`src/rtl/instruction_loader.sv`:
```
// rtl/instruction_loader.sv - boot loader: byte stream to 32-bit imem writes with XOR checksum gate
module instruction_loader #(
    parameter int MAX_WORDS  = 256,
    parameter int ADDR_WIDTH = 64
) (
    input  logic                  clock,
    input  logic                  reset,
    input  logic [7:0]            rx_data,
    input  logic                  rx_valid,
    output logic                  rx_ready,
    output logic                  imem_write,
    output logic [ADDR_WIDTH-1:0] imem_address,
    output logic [31:0]           imem_write_data,
    output logic                  cpu_reset,
    output logic                  done,
    output logic                  error
);

    typedef enum logic [2:0] {COUNT_LO, COUNT_HI, DATA, CHECK, DONE, ERROR} state_t;

    localparam logic [16:0] MAX_COUNT = 17'(MAX_WORDS);

    state_t      state;
    logic [7:0]  count_lo;
    logic [15:0] word_count;
    logic [15:0] word_index;
    logic [1:0]  byte_sel;
    logic [23:0] partial;
    logic [7:0]  checksum;
    logic        transfer;
    logic [15:0] header_count;

    assign transfer     = rx_valid && rx_ready;
    assign header_count = {rx_data, count_lo};

    always_ff @(posedge clock) begin
        if (reset) begin
            state           <= COUNT_LO;
            rx_ready        <= 1'b1;
            imem_write      <= 1'b0;
            imem_address    <= '0;
            imem_write_data <= '0;
            cpu_reset       <= 1'b1;
            done            <= 1'b0;
            error           <= 1'b0;
            count_lo        <= '0;
            word_count      <= '0;
            word_index      <= '0;
            byte_sel        <= '0;
            partial         <= '0;
            checksum        <= '0;
        end else begin
            imem_write <= 1'b0;
            if (transfer) begin
                case (state)
                    COUNT_LO: begin
                        count_lo <= rx_data;
                        state    <= COUNT_HI;
                    end
                    COUNT_HI: begin
                        word_count <= header_count;
                        if ({1'b0, header_count} > MAX_COUNT) begin
                            state    <= ERROR;
                            rx_ready <= 1'b0;
                            error    <= 1'b1;
                        end else if (header_count == 16'd0) begin
                            state <= CHECK;
                        end else begin
                            state <= DATA;
                        end
                    end
                    DATA: begin
                        checksum <= checksum ^ rx_data;
                        byte_sel <= byte_sel + 2'd1;
                        // Bytes shift in from the top so the oldest lands in [7:0]
                        if (byte_sel == 2'd3) begin
                            imem_write      <= 1'b1;
                            imem_address    <= ADDR_WIDTH'({word_index, 2'b00});
                            imem_write_data <= {rx_data, partial};
                            word_index      <= word_index + 16'd1;
                            if (word_index == word_count - 16'd1) begin
                                state <= CHECK;
                            end
                        end else begin
                            partial <= {rx_data, partial[23:8]};
                        end
                    end
                    CHECK: begin
                        rx_ready <= 1'b0;
                        if (rx_data == checksum) begin
                            state     <= DONE;
                            done      <= 1'b1;
                            cpu_reset <= 1'b0;
                        end else begin
                            state <= ERROR;
                            error <= 1'b1;
                        end
                    end
                    default: ;
                endcase
            end
        end
    end

endmodule

```
`config.mk`:
```
export PLATFORM = sky130hd
export DESIGN_NAME = instruction_loader
export DESIGN_NICKNAME = d
export VERILOG_FILES = /design/src/rtl/instruction_loader.sv
export SDC_FILE = /design/constraint.sdc
export NUM_CORES = 1
export LEC_CHECK = 0
export CELL_PAD_IN_SITES_DETAIL_PLACEMENT = 1
export CELL_PAD_IN_SITES_GLOBAL_PLACEMENT = 1
export CORE_MARGIN = 2
export CORE_UTILIZATION = 30
export CTS_CLUSTER_DIAMETER = 30
export DETAILED_ROUTE_END_ITERATION = 8
export DONT_BUFFER_PORTS = 1
export MAX_ROUTING_LAYER = met4
export PLACE_DENSITY = 0.6
export SLEW_MARGIN = 20
export SYNTH_ARGS = -nofsm -noshare
export SYNTH_HDL_FRONTEND = slang
export SYNTH_SLANG_ARGS = --single-unit
```
`constraint.sdc`:
```
create_clock -name clock -period 3.35 [get_ports clock]
set_input_delay 0.67 -clock clock [delete_from_list [all_inputs] [get_ports clock]]
set_output_delay 0.67 -clock clock [all_outputs]
set_load 0.005 [all_outputs]
```
Word-level counts from Yosys, hierarchy flattened. Cells that the tools add are included.

Magnitude comparators: 1. Equality and inequality tests: 10. Bitwise logic cells: 4. Add/subtract/negate cells: 3. Mux-type cells: 12. Reduce and logical (&&, ||, !) cells: 15.

Operators with widths (count): 16-bit by 1-bit adder with 16-bit output, second input constant (1); 16-bit == test (1); 16-bit by 9-bit > comparator with 1-bit output, second input constant (1); 16-bit zero test (1); 16-bit by 1-bit subtractor with 16-bit output, second input constant (1); 3-bit case mux with 4 select lines (1); 3-bit AND reduction (4); 3-bit two-way mux (3); 8-bit == test (1); 2-bit != test, second input constant (4); 4-bit AND reduction (2); 8-bit bitwise XOR (1); 3-bit by 2-bit == test with 1-bit output, second input constant (2); 1-bit two-way mux (6); 2-bit AND reduction (3); 1-bit case mux with 2 select lines (2); 4-bit nonzero test (1); 3-bit by 1-bit == test with 1-bit output, second input constant (1); 3-bit zero test (1); 1-bit inverter (3); 3-bit OR reduction (1); 2-bit by 1-bit adder with 2-bit output, second input constant (1); 2-bit == test, second input constant (1); 2-bit nonzero test (1); 1-bit logical AND (1).

Input bits: 11. Register bits: 130. Output and inout port bits: 101.

Depth between registers and ports, before layout. Gate-level depths: netlist of run 1.

Word-level depth: 5. Mapped depth: 9.

Worst setup path before layout of run 1. Ideal clock, no wire load.

Path type: reg2reg. From: register word_count[0]. To: register state[0]. Path slack: 1.009 ns. Arrival: 2.271 ns. Clock period less this slack: 2.341 ns. Path buffers: 1. Library setup time: 0.070 ns. Cell stages (with the launch flop): 10. Cells stage by stage: dfxtp_1 > inv_1 > ha_1 > or4b_1 > clkbuf_1 > o21a_1 > or4b_1 > a31oi_1 > o2111ai_1 > a21oi_1.

Cells in the longest elaborated chain, start to end: 4.

Ends and longest elaborated chain: start, declared (line 25) `logic [15:0] word_count;`; start signal, assigned (line 61) `word_count <= header_count;`; 16-bit by 1-bit subtractor with 16-bit output (line 81) `if (word_index == word_count - 16'd1) begin`; 16-bit == test (line 81); 2-bit != test (no source line); 4-bit AND reduction (no source line); end signal, assigned (line 82) `state <= CHECK;`; end signal, assigned (line 91) `state <= DONE;`; end signal, assigned (line 95) `state <= ERROR;`; end, declared (line 23) `state_t state;`.

No other way between the ends. A chain may end at the register's enable or synchronous reset.

Worst setup path after layout of run 1. Ends and elaborated chain as after synthesis.

==> results of run 1 <==
## registers in the layout, summed over array words and instances (netlist names), 2 cells and up
signal and count:
byte_sel 2, partial 24, count_lo 8, word_index 16, imem_write_data 32, checksum 8, state 3, word_count 16
imem_address 16
## final timing paths
kind	end	slack, ps	cells past startpoint
worst min register to register	imem_write_data[5]	450	2
worst min-delay path	imem_address[14]	310	1
worst max-delay path	state[0]	770	8
worst max register to register	state[0]	770	8
## cell usage after synthesis, drive strengths merged, types with 5 or more instances
cell type    n
nor2        64
buf         50
nand3       13
xor2        21
a21oi       80
mux2i       27
nand4       10
nor4         8
inv         10
clkbuf      51
nor3         8
dfxtp      130
xnor2       25
nand2      166
and3         5
o21ai        9
## cell type report
cell class	count	area [um2]
Clock buffer	19	433
Sequential cell	130	2600
Timing Repair Buffer	9	80.1
Clock inverter	11	186
Inverter	10	37.5
Multi-Input combinational cell	541	2880
Tap cell	265	332
Fill cell	2349	12800
## critical path, stage by stage, from the launching register on
cell and delay [ps]:
dfxtp_1 360, inv_1 80, ha_1 260, or4b_1 630, o21a_1 250, or4b_1 500, a31oi_1 150, o2111ai_1 120
a21oi_1 160
## power by group
part           internal, mW  total, mW  leakage, nW  switching, mW
Combinational        0.0844      0.191        0.950          0.107
Clock                  1.31       2.00        0.303          0.689
Sequential             1.57       1.59         1.05         0.0265
Total                  2.96       3.78         2.30          0.822
## per-layer routing
layer,vias up,track usage,share of wire
met4,0,0.0572,0.014
li1,2282,-,-
met3,19,0.0368,0.042
met1,2241,0.198,0.48
met5,-,-,0
met2,109,0.245,0.47
## through the flow
| step | util | cells | power [mW] | area, um2 | hold slack (ps) |
|---|---|---|---|---|---|
| 2_1_floorplan | - | 782 | 1.84 | 6080 | 432 |
| 3_3_place_gp | 0.306 | 955 | 1.81 | 5930 | 442 |
| 3_5_place_dp | 0.306 | 955 | 1.82 | 5930 | 448 |
| 4_1_cts | 0.338 | 985 | 3.83 | 6550 | 293 |
| 5_1_grt | 0.338 | 985 | 3.93 | 6550 | 289 |
| 6_report | 0.338 | 985 | 3.78 | 6550 | 309 |
## logic make-up after synthesis
logic type | count (synthesis)
and+or+nand+nor | 307
AOI/OAI and AO/OA | 110
other | 1
muxes | 27
buffers and inverters | 111
xor gates and xnor gates | 46
adders and majority gates | 3
DFF | 130
==> results.md, run 1 <==
- Outcome: finished clean
- Largest area contributor in the netlist: dfxtp_1
- Drt first pass iters: 4
- Largest family of logic cells by synthesized area: simple AND/OR/NAND/NOR gates
- Portion of netlist area occupied by mux cells: 0.0457
- Setup TNS: 0 ps
- Hold/Removal Path Class: in2reg
- CTS buffer count: 17
- RSZ-0062 raised after global routing: no
- Clock-pin transition on the worst setup and hold timing paths: 60 ps
- Post-detail-place hpwl: 10800 um
- Initial antenna violation count: 0
- Final wirelength: 15500 um
- Hold Path Origin: reset
- Critical path type: reg2reg
- CTS Root Buffer Type: clkbuf_16
- Commonest non-fill, non-tap cell in the layout: nand2_1
- CTS max path bufs: 2
- CP Launch Point: word_count[0]
- TritonCTS clock tree: yes
- Seq/Total Area, Yosys: 0.440
- Synth Area in Simple Gates: 0.230
- Antenna Cells: 0
- DR iter-0 viols: 196
- Final Max Slew Viols: 0
- Avg Cell Area, Syn: 8.04 um2
- Final #Nets: 723
- Port bufs: 0
- Clk Latency, worst-skew pair: 430 ps
- Largest net degree at the start of global routing: 129
- Flops & latches, synth: 130
- Share of cells above drive strength 1: 0.0639
- Final setup fails: 0
- Cells after Synth: 735
- Vias per std cell: 4.72
- Number of enable flip-flop cells after synthesis: 0
- Routed wire length per instance: 15.7 um
- Total gr overflow: 0
- Full die area: 0.0208 mm2
- Worst EP required: 3710 ps
- Fin crit share: 0.770
- Global-route wire length before repair: 24400 um
- Cell variety after synth: 52
- Vias in the first global route: 4554
- Synth Area in XOR/XNOR: 0.0682
- DRC Markers: 0
- Top FF cell, synth: dfxtp_1
- Tmin final: 2580 ps
- Synth top area cells: dfxtp_1, nand2_1, a21oi_1
- Async S/R FF share, synth: 0
- Static Leak: 2.30 nW
- Synth Area in Adders: 0.00635
- Ports: 112
- Hold-fix buffers at CTS: 0
- Hold violation total from the final report: 0
- CP max FO: 8
- Clk_skew: 8.04 ps
- Synth Area in Compound Gates: 0.105
- DR vias: 4651
- Worst slew pin tran: 947 ps
- Row Count: 51
- GP Congestion: 0.843
- CP Data Arrival Time: 2940 ps
- Die H: 144 um
- Initial Util: 0.305
- Worst slack at placement: 744 ps
- CP endpoint kind: flip-flop
- Post-route antenna net violation count: 0
- Yosys warning count: 0
- Yosys top cell area share: 0.440
- Reg-to-Reg Start: word_count[0]
- Commonest cells after routing, fill and taps aside: nand2_1, dfxtp_1, a21oi_1, nor2_1, conb_1
- Max cap viols: 0
- Syn-to-layout area delta: 10.9%
- # resized after CTS: 0
- TritonCTS Sinks: 130
- Global Route Usage Sum: 0.157
- Synthesized area: 0.00591 mm2
- Die Wd: 144 um
- Core area: 0.0194 mm2
- Max Freq: 388 MHz
- Setup ws final: 769 ps
- VDD IR max: 0.000380 V
- CP startpoint kind: flip-flop
- Postcts setup bufs: 0
- H-tree depth: 4
- Slew margin rel.: 0.369
- Power Dens Cells: 577 mW/mm2
(Power assumes the default switching activity.)
==> run 2: changes to the inputs <==
- clock period: 3.35 -> 2.65 ns (I/O delays scaled with it)
==> results.md, run 2 (synthesis results as in run 1) <==
- Max cap viols: 0 (unchanged)
- Syn-to-layout area delta: 12.3% (was 10.9%)
- Total gr overflow: 0 (unchanged)
- Cell area after layout: 0.00663 mm2 (was 0.00655 mm2)
- CP max FO: 8 (unchanged)
- Vias per std cell: 4.74 (was 4.72)
- Port bufs: 0 (unchanged)
- Max FFs per register: 32 (unchanged)
- GP Congestion: 0.819 (was 0.843)
- CP Data Arrival Time: 2830 ps (was 2940 ps)
- Routed wire length per instance: 15.7 um (about the same)
- Initial Util: 0.305 (unchanged)
- VDD IR max: 0.000433 V (was 0.000380 V)
- Fin crit share: 0.937 (was 0.770)
- # resized after CTS: 0 (unchanged)
- TritonCTS Sinks: 130 (unchanged)
- Top Registers: imem_write_data x32, partial x24 (unchanged)
- Final wirelength: 15700 um (was 15500 um)
- Final setup fails: 0 (unchanged)
- Drt first pass iters: 4 (unchanged)
- Power Dens Cells: 710 mW/mm2 (was 577 mW/mm2)
- Row Count: 51 (unchanged)
- Full die area: 0.0208 mm2 (unchanged)
- Tmin final: 2480 ps (was 2580 ps)
- Setup TNS: 0 ps (unchanged)
- CP endpoint kind: flip-flop (unchanged)
- CTS buffer count: 17 (unchanged)
- Antenna Cells: 0 (unchanged)
- Commonest non-fill, non-tap cell in the layout: nand2_1 (unchanged)
- Initial antenna violation count: 0 (unchanged)
- Clk_skew: 6.83 ps (was 8.04 ps)
- Global Route Usage Sum: 0.159 (was 0.157)
- Largest net degree at the start of global routing: 129 (unchanged)
- Dpl cell area: 0.00602 mm2 (was 0.00593 mm2)
- Die Wd: 144 um (unchanged)
- Core area: 0.0194 mm2 (unchanged)
- TritonCTS clock tree: yes (unchanged)
- Hold violation total from the final report: 0 (unchanged)
- Final #Nets: 734 (was 723)
- Hold/Removal Path Class: in2reg (unchanged)
- Ports: 112 (unchanged)
- Post-detail-place hpwl: 11000 um (was 10800 um)
- Most flop-heavy register: imem_write_data (unchanged)
- Worst EP required: 2990 ps (was 3710 ps)
- CTS Root Buffer Type: clkbuf_16 (unchanged)
- Hold-fix buffers at CTS: 0 (unchanged)
- H-tree depth: 4 (unchanged)
- Worst slew pin tran: 480 ps (was 947 ps)
- Critical path type: reg2reg (unchanged)
- Outcome: finished clean (unchanged)
- Commonest cells after routing, fill and taps aside: nand2_1, dfxtp_1, a21oi_1, nor2_1, conb_1 (unchanged)
- Global-route wire length before repair: 24900 um (was 24400 um)
- Max Freq: 403 MHz (was 388 MHz)
- Clock-pin transition on the worst setup and hold timing paths: 60 ps (about the same)
- Clk Latency, worst-skew pair: 420 ps (was 430 ps)
- Postcts setup bufs: 0 (unchanged)
- RSZ-0062 raised after global routing: no (unchanged)
- DR vias: 4729 (was 4651)
- CP startpoint kind: flip-flop (unchanged)
- Final Max Slew Viols: 0 (unchanged)
- DRC Markers: 0 (unchanged)
- Slew margin rel.: 0.675 (was 0.369)
- DR iter-0 viols: 231 (was 196)
- Post-route antenna net violation count: 0 (unchanged)
- Static Leak: 2.35 nW (was 2.30 nW)
- Share of cells above drive strength 1: 0.0832 (was 0.0639)
- Die H: 144 um (unchanged)
- Vias in the first global route: 4670 (was 4554)
- CTS max path bufs: 2 (unchanged)
==> run 2: changes by cell type in the layout (fill, tap and decap cells not counted) <==
cell	previous run	this run
buf_4	8	19
bufinv_16	5	3
inv_8	0	1
clkinv_4	0	1
inv_6	1	4
clkinvlp_4	1	3
clkbuf_1	2	0
clkinv_2	4	2
clkbuf_8	0	1
==> run 2: through the flow <==
stage                     cells  setup WS, ps  hold slack (ps)  utilization  power [mW]
after floorplan             782           309              432            -        2.32
after global placement      966           265              440        0.310        2.30
after detailed placement    966           157              445        0.310        2.30
after CTS                   998           154              168        0.342        4.78
after global routing        998          52.4              162        0.342        4.90
final                       998           166              182        0.342        4.71
==> run 2: area by class of cell <==
type / count / area (um2)
Fill cell: 2352 / 12800
Multi-Input combinational cell: 541 / 2880
Sequential cell: 130 / 2600
Clock buffer: 18 / 439
Tap cell: 265 / 332
Clock inverter: 14 / 178
Timing Repair Buffer: 20 / 163
Inverter: 10 / 37.5
==> run 2: final timing paths <==
path | start | to | slack (ps) | cells past startpoint
hold / removal | reset | imem_address[8] | 180 | 1
setup / recovery | word_count[0] | state[0] | 170 | 8
setup reg to reg | word_count[0] | state[0] | 170 | 8
hold reg to reg | partial[1] | partial[1] | 450 | 2
==> run 2: power breakdown <==
group          internal [mW]  switching, mW  total, mW
sequential              1.98         0.0335       2.01
combinational          0.113          0.136      0.249
clock                   1.52          0.930       2.45
==> run 2: routing by layer <==
layer | wire, um | up-vias | part of all wire | GRT usage
li1 | - | 2300 | - | -
met1 | 7500 | 2304 | 0.48 | 0.214
met2 | 7220 | 115 | 0.46 | 0.241
met3 | 798 | 10 | 0.051 | 0.0364
met4 | 146 | 0 | 0.0093 | 0.0399
met5 | 0 | - | 0 | -
==> run 2: worst max-delay path, cell delays in order, from the launching register on <==
cell	delay, ps
dfxtp_1	380
inv_1	80
ha_1	160
or4b_1	620
o21a_1	250
or4b_1	500
a31oi_1	160
o2111ai_1	120
a21oi_1	160
==> run 3: changes to the inputs <==
- CORE_UTILIZATION: 30 -> 46
- PLACE_DENSITY: 0.6 -> 0.79
==> results.md, run 3 (synthesis results as in run 1) <==
- GP Congestion: 0.922 (was 0.819)
- CTS max path bufs: 2 (unchanged)
- Commonest non-fill, non-tap cell in the layout: nand2_1 (unchanged)
- Largest net degree at the start of global routing: 129 (unchanged)
- Worst path bufs/invs: 0 (was 1)
- VDD IR max: 0.000399 V (was 0.000433 V)
- Routed wire length per instance: 16.8 um (was 15.7 um)
- Delay-heaviest family, CP: simple AND/OR/NAND/NOR gates (unchanged)
- Die Wd: 117 um (was 144 um)
- Global-route wire length before repair: 25000 um (was 24900 um)
- Register Area: 0.00260 mm2 (about the same)
- Max FFs per register: 32 (unchanged)
- CP max FO: 10 (was 8)
- # resized after CTS: 0 (unchanged)
- Worst EP required: 2980 ps (was 2990 ps)
- Clk_skew: 4.60 ps (was 6.83 ps)
- Worst slack at placement: 134 ps (was 157 ps)
- Slew margin rel.: 0.613 (was 0.675)
- RSZ-0062 raised after global routing: no (unchanged)
- CP startpoint kind: flip-flop (unchanged)
- Hold/Removal Path Class: in2reg (unchanged)
- Port bufs: 0 (unchanged)
- CP endpoint kind: flip-flop (unchanged)
- Hold-fix buffers at CTS: 0 (unchanged)
- Critical path type: reg2reg (unchanged)
- Fin crit share: 0.957 (was 0.937)
- DR vias: 4712 (was 4729)
- Final wirelength: 15100 um (was 15700 um)
- TritonCTS clock tree: yes (unchanged)
- Setup ws final: 114 ps (was 166 ps)
- Hold violation total from the final report: 0 (unchanged)
- Static Leak: 2.33 nW (was 2.35 nW)
- CP Data Arrival Time: 2870 ps (was 2830 ps)
- Clock-pin transition on the worst setup and hold timing paths: 50 ps (was 60 ps)
- Cell area after layout: 0.00647 mm2 (was 0.00663 mm2)
- Initial antenna violation count: 0 (unchanged)
- Vias in the first global route: 4797 (was 4670)
- Syn-to-layout area delta: 9.53% (was 12.3%)
- Met1 track demand over resource: 0.280 (was 0.214)
- Core area: 0.0126 mm2 (was 0.0194 mm2)
- Full die area: 0.0138 mm2 (was 0.0208 mm2)
- Row Count: 41 (was 51)
- Fill cell total of the finished layout: 1535 (was 2352)
- Postcts setup bufs: 0 (unchanged)
- Drt first pass iters: 5 (was 4)
- Crit path largest cell delay: 580 ps (was 620 ps)
- Dpl cell area: 0.00588 mm2 (was 0.00602 mm2)
- Max cap viols: 0 (unchanged)
- Met2 usage: 0.384 (was 0.241)
- Top Registers: imem_write_data x32, partial x24 (unchanged)
- Final Max Slew Viols: 0 (unchanged)
- Antenna Cells: 0 (unchanged)
- DR iter-0 viols: 318 (was 231)
- Tmin final: 2540 ps (was 2480 ps)
- Max Freq: 394 MHz (was 403 MHz)
- Post-layout total power: 4.54 mW (was 4.71 mW)
- Initial Util: 0.470 (was 0.305)
- Clk Latency, worst-skew pair: 410 ps (was 420 ps)
- Post-route antenna net violation count: 0 (unchanged)
- Setup TNS: 0 ps (unchanged)
- Final #Nets: 732 (was 734)
- Share of cells above drive strength 1: 0.0809 (was 0.0832)
- Power Dens Cells: 701 mW/mm2 (was 710 mW/mm2)
- Worst slew pin tran: 575 ps (was 480 ps)
- CTS buffer count: 17 (unchanged)
- CTS Root Buffer Type: clkbuf_16 (unchanged)
- Met3 Usage GRT: 0.0569 (was 0.0364)
- Post-detail-place hpwl: 10500 um (was 11000 um)
- Total gr overflow: 0 (unchanged)
- Commonest cells after routing, fill and taps aside: nand2_1, dfxtp_1, a21oi_1, nor2_1, conb_1 (unchanged)
- Die H: 117 um (was 144 um)
- H-tree depth: 4 (unchanged)
- Vias per std cell: 5.23 (was 4.74)
- Global Route Usage Sum: 0.232 (was 0.159)
- Most flop-heavy register: imem_write_data (unchanged)
- Multi-input gate area: 0.00289 mm2 (was 0.00288 mm2)
- Gr busiest metal: met2 (unchanged)
- Worst path cell trace: or4_4 > a22o_1 > or4b_1 > a2111oi_2 > o2111ai_1 > a21oi_1 (was inv_1 > ha_1 > or4b_1 > o21a_1 > or4b_1 > a31oi_1 > o2111ai_1 > a21oi_1)
- DRC Markers: 0 (unchanged)
- Outcome: finished clean (unchanged)
- Final setup fails: 0 (unchanged)
- Critical Path Slowest Stage Cell: or4_4 (was or4b_1)
- TritonCTS Sinks: 130 (unchanged)
- Ports: 112 (unchanged)
-- run 3: changes by cell type in the layout (fill, tap and decap cells not counted), sizes merged --
cell / before / now
clkinvlp: 3 / 1
clkinv: 3 / 4
buf: 20 / 18
inv: 15 / 11
clkbuf: 18 / 23
bufinv: 3 / 1
-- run 3: worst paths after layout --
kind / start / to / slack, ps / cells past startpoint
worst max-delay path: word_count[6] / state[0] / 110 / 6
worst min register to register: partial[1] / partial[1] / 460 / 2
worst min-delay path: reset / imem_write_data[7] / 190 / 1
worst max register to register: word_count[6] / state[0] / 110 / 6
-- run 3: final cells by class --
class	instances	share of cell area
well taps	172	0.0333
inverters	10	0.00580
multi-input cells	541	0.446
repair buffers	18	0.0228
clock buffers	23	0.0785
flip-flops and latches	130	0.402
clock inverters	7	0.0114
-- run 3: report_power, final --
part / switching, mW / internal [mW]
Combinational: 0.137 / 0.115
Sequential: 0.0321 / 1.98
Clock: 0.839 / 1.43
Total: 1.01 / 3.53
-- run 3: per-layer routing --
layer	wire [um]	vias up	part of all wire
met1	6730	2289	0.44
met5	0	-	0
met2	7330	113	0.48
met3	814	19	0.054
met4	254	0	0.017
li1	-	2291	-
-- run 3: stage by stage --
stage                     utilization  hold WS, ps  std cells
final                           0.515          191        901
after CTS                       0.514          176        901
after detailed placement        0.468          447        871
after global placement          0.468          440        871
after global routing            0.515          174        901
after floorplan                     -          432        782
